### src/rtl/imem_loader_if.sv
// Byte-stream and instruction-memory write bus shared by the program loader
// and its environment.
interface imem_loader_if #(
  parameter int AW = 10
) ();
  logic          rx_valid;
  logic [7:0]    rx_data;
  logic          rx_ready;
  logic          mem_we;
  logic [AW-1:0] mem_addr;
  logic [15:0]   mem_wdata;

  // loader side
  modport master (
    input  rx_valid, rx_data,
    output rx_ready, mem_we, mem_addr, mem_wdata
  );

  // byte source / memory side
  modport slave (
    output rx_valid, rx_data,
    input  rx_ready, mem_we, mem_addr, mem_wdata
  );
endinterface

### src/rtl/imem_loader.sv
// Boot loader: assembles big-endian byte pairs into 16-bit instruction words,
// writes them from address 0 upward and releases the CPU once a halt word lands.
module imem_loader #(
  parameter int DEPTH = 1024,
  parameter int AW    = $clog2(DEPTH)
) (
  input  logic          clock,
  input  logic          reset,
  imem_loader_if.master bus,
  output logic          cpu_run,
  output logic          done,
  output logic          error,
  output logic [AW:0]   word_count
);

  typedef enum logic [2:0] {
    LOAD_HI = 3'd0,
    LOAD_LO = 3'd1,
    WRITE   = 3'd2,
    DONE    = 3'd3,
    ERROR   = 3'd4
  } state_t;

  localparam logic [AW-1:0] LAST_ADDR = AW'(DEPTH - 1);
  localparam logic [15:0]   HALT_WORD = 16'hFFFF;

  state_t        state_r;
  logic [AW-1:0] addr_r;
  logic [15:0]   word_r;
  logic          hs_s;

  assign hs_s = bus.rx_valid & bus.rx_ready;

  // Load FSM; every output is a register updated alongside the state.
  always_ff @(posedge clock) begin
    if (reset) begin
      state_r       <= LOAD_HI;
      addr_r        <= '0;
      word_r        <= 16'h0000;
      word_count    <= '0;
      bus.rx_ready  <= 1'b1;
      bus.mem_we    <= 1'b0;
      bus.mem_addr  <= '0;
      bus.mem_wdata <= 16'h0000;
      done          <= 1'b0;
      error         <= 1'b0;
      cpu_run       <= 1'b0;
    end else begin
      case (state_r)
        LOAD_HI: begin
          if (hs_s) begin
            word_r[15:8] <= bus.rx_data;
            state_r      <= LOAD_LO;
          end
        end
        LOAD_LO: begin
          if (hs_s) begin
            word_r[7:0]   <= bus.rx_data;
            bus.mem_we    <= 1'b1;
            bus.mem_addr  <= addr_r;
            bus.mem_wdata <= {word_r[15:8], bus.rx_data};
            bus.rx_ready  <= 1'b0;
            state_r       <= WRITE;
          end
        end
        WRITE: begin
          bus.mem_we <= 1'b0;
          word_count <= word_count + (AW+1)'(1);
          // A halt word at the last address still counts as a clean finish.
          if (word_r == HALT_WORD) begin
            done    <= 1'b1;
            cpu_run <= 1'b1;
            state_r <= DONE;
          end else if (addr_r == LAST_ADDR) begin
            error   <= 1'b1;
            state_r <= ERROR;
          end else begin
            addr_r       <= addr_r + AW'(1);
            bus.rx_ready <= 1'b1;
            state_r      <= LOAD_HI;
          end
        end
        DONE: begin
          bus.rx_ready <= 1'b0;
          bus.mem_we   <= 1'b0;
        end
        ERROR: begin
          bus.rx_ready <= 1'b0;
          bus.mem_we   <= 1'b0;
        end
        default: begin
          // Unreachable encoding: park safely with the CPU held.
          bus.rx_ready <= 1'b0;
          bus.mem_we   <= 1'b0;
          cpu_run      <= 1'b0;
          error        <= 1'b1;
          state_r      <= ERROR;
        end
      endcase
    end
  end

endmodule

### src/flat_wrapper.sv
// flat-port wrapper written by rule: the top's interface ports become plain ports
module imem_loader_flat 
#(
  parameter int DEPTH = 1024,
  parameter int AW    = $clog2(DEPTH)
)
  (clock, reset, cpu_run, done, error, word_count, bus_rx_valid, bus_rx_data, bus_rx_ready, bus_mem_we, bus_mem_addr, bus_mem_wdata);
  imem_loader_if #(.AW(AW)) bus_i ();
  input  logic clock;
  input  logic reset;
  output logic cpu_run;
  output logic done;
  output logic error;
  output logic [AW:0] word_count;
  input wire logic [$bits(bus_i.rx_valid)-1:0] bus_rx_valid;
  input wire logic [$bits(bus_i.rx_data)-1:0] bus_rx_data;
  output wire logic [$bits(bus_i.rx_ready)-1:0] bus_rx_ready;
  output wire logic [$bits(bus_i.mem_we)-1:0] bus_mem_we;
  output wire logic [$bits(bus_i.mem_addr)-1:0] bus_mem_addr;
  output wire logic [$bits(bus_i.mem_wdata)-1:0] bus_mem_wdata;
  assign bus_i.rx_valid = bus_rx_valid;
  assign bus_i.rx_data = bus_rx_data;
  assign bus_rx_ready = bus_i.rx_ready;
  assign bus_mem_we = bus_i.mem_we;
  assign bus_mem_addr = bus_i.mem_addr;
  assign bus_mem_wdata = bus_i.mem_wdata;
  imem_loader #(.DEPTH(DEPTH), .AW(AW)) u_core (.clock(clock), .reset(reset), .bus(bus_i), .cpu_run(cpu_run), .done(done), .error(error), .word_count(word_count));
endmodule
### config.mk
export PLATFORM = sky130hd
export DESIGN_NAME = imem_loader_flat
export DESIGN_NICKNAME = d
export VERILOG_FILES = /design/src/rtl/imem_loader_if.sv /design/src/rtl/imem_loader.sv /design/src/flat_wrapper.sv
export SDC_FILE = /design/constraint.sdc
export NUM_CORES = 1
export LEC_CHECK = 0
export BUFFER_PORTS_ARGS = -buffer_cell sky130_fd_sc_hd__buf_2
export CORE_ASPECT_RATIO = 0.75
export CORE_MARGIN = 4
export CORE_UTILIZATION = 54
export DETAILED_ROUTE_END_ITERATION = 12
export GPL_TIMING_DRIVEN = 0
export HOLD_SLACK_MARGIN = 0.03
export PLACE_DENSITY = 0.83
export SYNTH_ARGS = -nofsm -noshare
export SYNTH_HDL_FRONTEND = slang
export SYNTH_SLANG_ARGS = --single-unit
### constraint.sdc
create_clock -name clock -period 2.08 [get_ports clock]
set_clock_uncertainty 0.15 [all_clocks]
set_input_delay 0.416 -clock clock [delete_from_list [all_inputs] [get_ports clock]]
set_output_delay 0.416 -clock clock [all_outputs]
set_load 0.05 [all_outputs]
# Word level (Yosys, flattened, before mapping)
# Index checks and enable logic that the tools add are counted.
# Widths: inputs -> output; s select.
# word_totals
register_bits	71
in_bits	11
out_inout_bits	42
word_cells	60
# classes
add_sub_neg	2
eq_ne	12
n_mux	16
bitwise	6
reduce_logical	12
# op_table
cell	n
$eq 16x16->1 const B	1
$mux 3	4
$pmux 3 s4	1
$add 11x1->11 const B	1
$add 10x1->10 const B	1
$eq 10x10->1 const B	1
$reduce_and 2->1	5
$reduce_and 3->1	3
$ne 2x1->1 const B	4
$mux 1	7
$eq 3x2->1 const B	2
$pmux 1 s2	3
$not 1->1	5
$ne 2x2->1 const B	2
$reduce_and 4->1	1
$reduce_or 4->1	1
$eq 3x1->1 const B	1
$eq 3x3->1 const B	1
$logic_not 3->1	1
$pmux 1 s3	1
$reduce_or 2->1	1
$and 1x1->1	1

# Longest topological paths before layout
# logic_depth
word_depth	4
mapped_depth	7
ltp_nobuf	5

# Least setup slack after synthesis
# OpenSTA, ideal clock, no wires.
# synth_timing
path_type	reg-to-reg
from	reg u_core.word_count[0]
to	reg u_core.word_count[8]
setup_time_ns	0.128
t_arrival_ns	1.778
required_time_ns	1.802
setup_slack_ns	0.024
stages_incl_launch_ff	6
path_buffers	0
synth_period_minus_slack_ns	2.056
cell_sequence	dfxtp_1 > ha_1 > nor4bb_1 > nand4_1 > xor2_1 > nor2_1
# synth_via
elab_chain_len	1
# synth_rtl
item	line	text
start: declaration	imem_loader.sv:13	output logic [AW:0] word_count
start signal: assignment	imem_loader.sv:68	word_count <= word_count + (AW+1)'(1);
$add 11x1->11	imem_loader.sv:68	
# No other way between the ends.
# A chain may end at the register's enable or synchronous reset.

# Worst setup path after layout
# layout_timing
from	reg u_core.state_r[0]
to	reg u_core.addr_r[5]
# layout_via
elab_chain_len	2
# layout_rtl
item	line	text
start: declaration	imem_loader.sv:27	state_t state_r;
start signal: assignment	imem_loader.sv:37	state_r <= LOAD_HI;
start signal: assignment	imem_loader.sv:53	state_r <= LOAD_LO;
start signal: assignment	imem_loader.sv:63	state_r <= WRITE;
$eq 3x2->1	imem_loader.sv:49	case (state_r)
$reduce_and 3->1 (no line)	n/a	
end signal: assignment	imem_loader.sv:78	addr_r <= addr_r + AW'(1);
end: declaration	imem_loader.sv:28	logic [AW-1:0] addr_r;
# No other way between the ends.

==> results_dict.tcl <==
set metrics [dict create \
    status "finished, final reports clean" \
    dpl_cell_area_mm2 0.00295 \
    met1_usage_pct 30.4 \
    die-height_um 68.4 \
    ys_seq_elements 63 \
    vdd_drop_max_mv 0.555 \
    fin_crit_sh_pct 95.6 \
    hold_viol 0 \
    route.detailed.drc 0 \
    cts_max_path_buffers 2 \
    drt_iter0_markers 216 \
    syn_nets 318 \
    clk_latency_ns 0.34 \
    max_cap_viol_count 0 \
    r2r_slack_ns 0.09 \
    root_buffer "clkbuf_8" \
    relSlewSlack_pct 44.6 \
    crit_path_end_kind "flip-flop" \
    ys_seq_area_share_pct 48.0 \
    worstHoldPathType "input pin to flip-flop" \
    place.detailed.hpwl_mm 4.53 \
    area_growth_pct 22.3 \
    drv_slew 0 \
    place_inst 413 \
    critPathMostFrequentCell "buf_4" \
    reg2reg_to "u_core.addr_r[5]" \
    fmax_mhz 503 \
    layout_commonest_cell "dfxtp_1" \
    wl_mm 6.53 \
    placementRows 21 \
    min_to "u_core.word_r[4]" \
    antenna_found_initial 0 \
    synth_mux_area_share_pct 3.81 \
    netlist_area_mm2 0.00263 \
    grt_pass1_wl_mm 10.4 \
    ant_nets 0 \
    busiest_layer "met2" \
    cp_top_family "simple AND/OR/NAND/NOR gates" \
    cp_data_required_time_ns 2.20 \
    postSynthAreaPerCell_um2 8.61 \
    synth_fa_ha_area_share_pct 0.952 \
    cts_buffers 9 \
    clk_pin_slew_ns 0.07 \
    p_leak_nw 1.30 \
    fin_cells 432 \
    gr-usage-met3_pct 8.42 \
    path_buf_inv 3 \
    use_met2_pct 34.2 \
    reg2reg_depth 7 \
    setup_viol 0 \
    die_area_mm2 0.00606 \
    grt_max_degree 11 \
    slowest_delay_ns 0.51 \
    yosys.area_share.simple_pct 25.0 \
    ys_types 40 \
    min_from "bus_rx_data[4]" \
    cts_max_level 3 \
    layout-drive-gt1-share_pct 25.1 \
    cp_max_fo 10 \
    die_w_um 88.5 \
    firstDrtPassIters 4 \
    synth_xor_area_share_pct 3.33 \
    reg2reg_from "u_core.state_r[0]" \
    worstMarginPinSlew_ns 0.824 \
    final_cell_mix "dfxtp_1 (63), nand2_1 (57), buf_2 (54), a21oi_1 (38), nor2_1 (23)" \
    crit_type "flip-flop to flip-flop" \
    io_buffers 51 \
    grt_pass1_vias 2194 \
    vias 2442 \
    clkSinkCount 63 \
    final_nets 383 \
    coreArea_mm2 0.00457 \
    via_per_inst 5.65 \
    initial_core_util_pct 57.5 \
    antenna_cells 0 \
    synth_warnings 0 \
    gp_congestion 0.847 \
    synthCells 305 \
    grt_overflow 0 \
    fin_crit_ns 1.99 \
    num_io_pins 53 \
    path_cells "buf_6 > nor3b_4 > o41ai_4 > buf_4 > buf_4 > or4_1 > a21oi_2" \
    power.density_mw_per_mm2 798 \
    wl_per_cell_um 15.1 \
    worst_ep_arrival_time_ns 2.11 \
    worst_setup_path_start_kind "flip-flop" \
    synth-compound-area-share_pct 13.2 \
    cts_tree "done" \
    synth_top_family_by_area "simple AND/OR/NAND/NOR gates" \
    cpMaxStageDelayCell "or4_1" \
    grt.total_usage_pct 22.9 \
    stdcell_area_mm2 0.00321 \
    min_path_cells 3 \
    hold_buffers 0 \
]
-- per-layer routing --
metal,vias to the layer above,routed length [µm]
met5,-,0
met4,0,126
met3,14,601
met2,100,2880
met1,1138,2920
li1,1190,-
-- where the power goes --
group	internal, mW	switching, mW	leakage, nW
logic	0.0967	0.190	0.686
clock network	0.556	0.452	0.105
registers	1.24	0.0284	0.510
total	1.89	0.671	1.30
-- stage by stage --
step | TNS [ns] | setup slack, ns | power [mW] | utilization (%) | hold slack [ns]
finish | 0 | 0.0909 | 2.57 | 70.3 | 0.169
detailed placement | -1.10 | -0.161 | 1.57 | 64.6 | 0.296
floorplan | 0 | 0.0242 | 1.50 | - | 0.294
CTS | -0.0163 | -0.0163 | 2.57 | 69.3 | 0.166
global placement | -0.130 | -0.0903 | 1.56 | 64.6 | 0.291
global route | -0.00849 | -0.00849 | 2.67 | 70.3 | 0.171
-- area by class of cell --
cell class	count	area, µm²
Multi-Input combinational cell	213	1250
Clock buffer	13	179
Inverter	4	15.0
Buffer	24	138
Timing Repair Buffer	55	285
Clock inverter	3	15.0
Tap cell	57	71.3
Sequential cell	63	1260
Fill cell	363	1360
-- worst max path at each step --
stage                                 to            startpoint  cells after the start  slack, ns
floorplan           u_core.word_count[8]  u_core.word_count[0]                      5       0.02
global placement     u_core.bus.rx_ready      u_core.word_r[2]                      4      -0.09
detailed placement   u_core.bus.rx_ready      u_core.word_r[2]                      4      -0.16
CTS                  u_core.bus.rx_ready      u_core.word_r[2]                      4      -0.02
global route            u_core.addr_r[5]     u_core.state_r[0]                      7     -0.008
finish                  u_core.addr_r[5]     u_core.state_r[0]                      7       0.09
-- registers in the layout, indices dropped and copies added (netlist names), 3 cells and up --
register / flops
u_core.bus.mem_addr: 10
u_core.bus.mem_wdata: 9
u_core.state_r: 3
u_core.word_count: 11
u_core.word_r: 15
u_core.addr_r: 10
-- cell usage after synthesis --
library cell	number	share of area [%]
a21boi_0	1	0.29
a21o_1	1	0.29
a21oi_1	39	7.4
a221oi_1	1	0.33
a22oi_1	1	0.29
and2_1	1	0.24
and3_1	6	1.4
and4_1	1	0.33
buf_1	1	0.14
buf_2	3	0.57
buf_4	8	2.3
buf_6	1	0.43
clkbuf_1	12	1.7
dfxtp_1	63	48
ha_1	2	0.95
inv_1	4	0.57
mux2i_1	10	3.8
nand2_1	57	8.1
nand2b_1	3	0.71
nand3_1	9	1.7
nand4_1	11	2.6
nor2_1	23	3.3
nor2b_1	1	0.24
nor3_1	2	0.38
nor3_2	1	0.38
nor3b_4	1	0.71
nor4_1	2	0.48
nor4_4	1	0.81
nor4bb_1	1	0.38
o2111ai_1	1	0.33
o21ai_0	6	1.1
o221a_2	1	0.43
o311ai_0	1	0.33
o31ai_1	6	1.7
o41ai_2	1	0.62
or3_1	7	1.7
or3b_1	1	0.33
or4_1	4	1.1
xnor2_1	2	0.67
xor2_1	8	2.7
-- worst min-delay path, stage by stage --
cell and delay, ns:
buf_2 0.11, nand2_1 0.05, a21oi_1 0.05
-- kinds of logic (layout without fill, tap and decap cells) --
group | count (synthesis) | after routing
AOI/OAI and AO/OA | 59 | 59
muxes | 10 | 10
xor gates and xnor gates | 10 | 10
and+or+nand+nor | 132 | 132
buffers and inverters | 29 | 99
adders and majority gates | 2 | 2
DFF | 63 | 63
-- what timing repair did --
item,CTS,global route
gates resized for setup,2,9
endpoints found under the setup margin,11,36
pin swaps,1,2
buffers inserted,1,3
(Power assumes the default switching activity.)
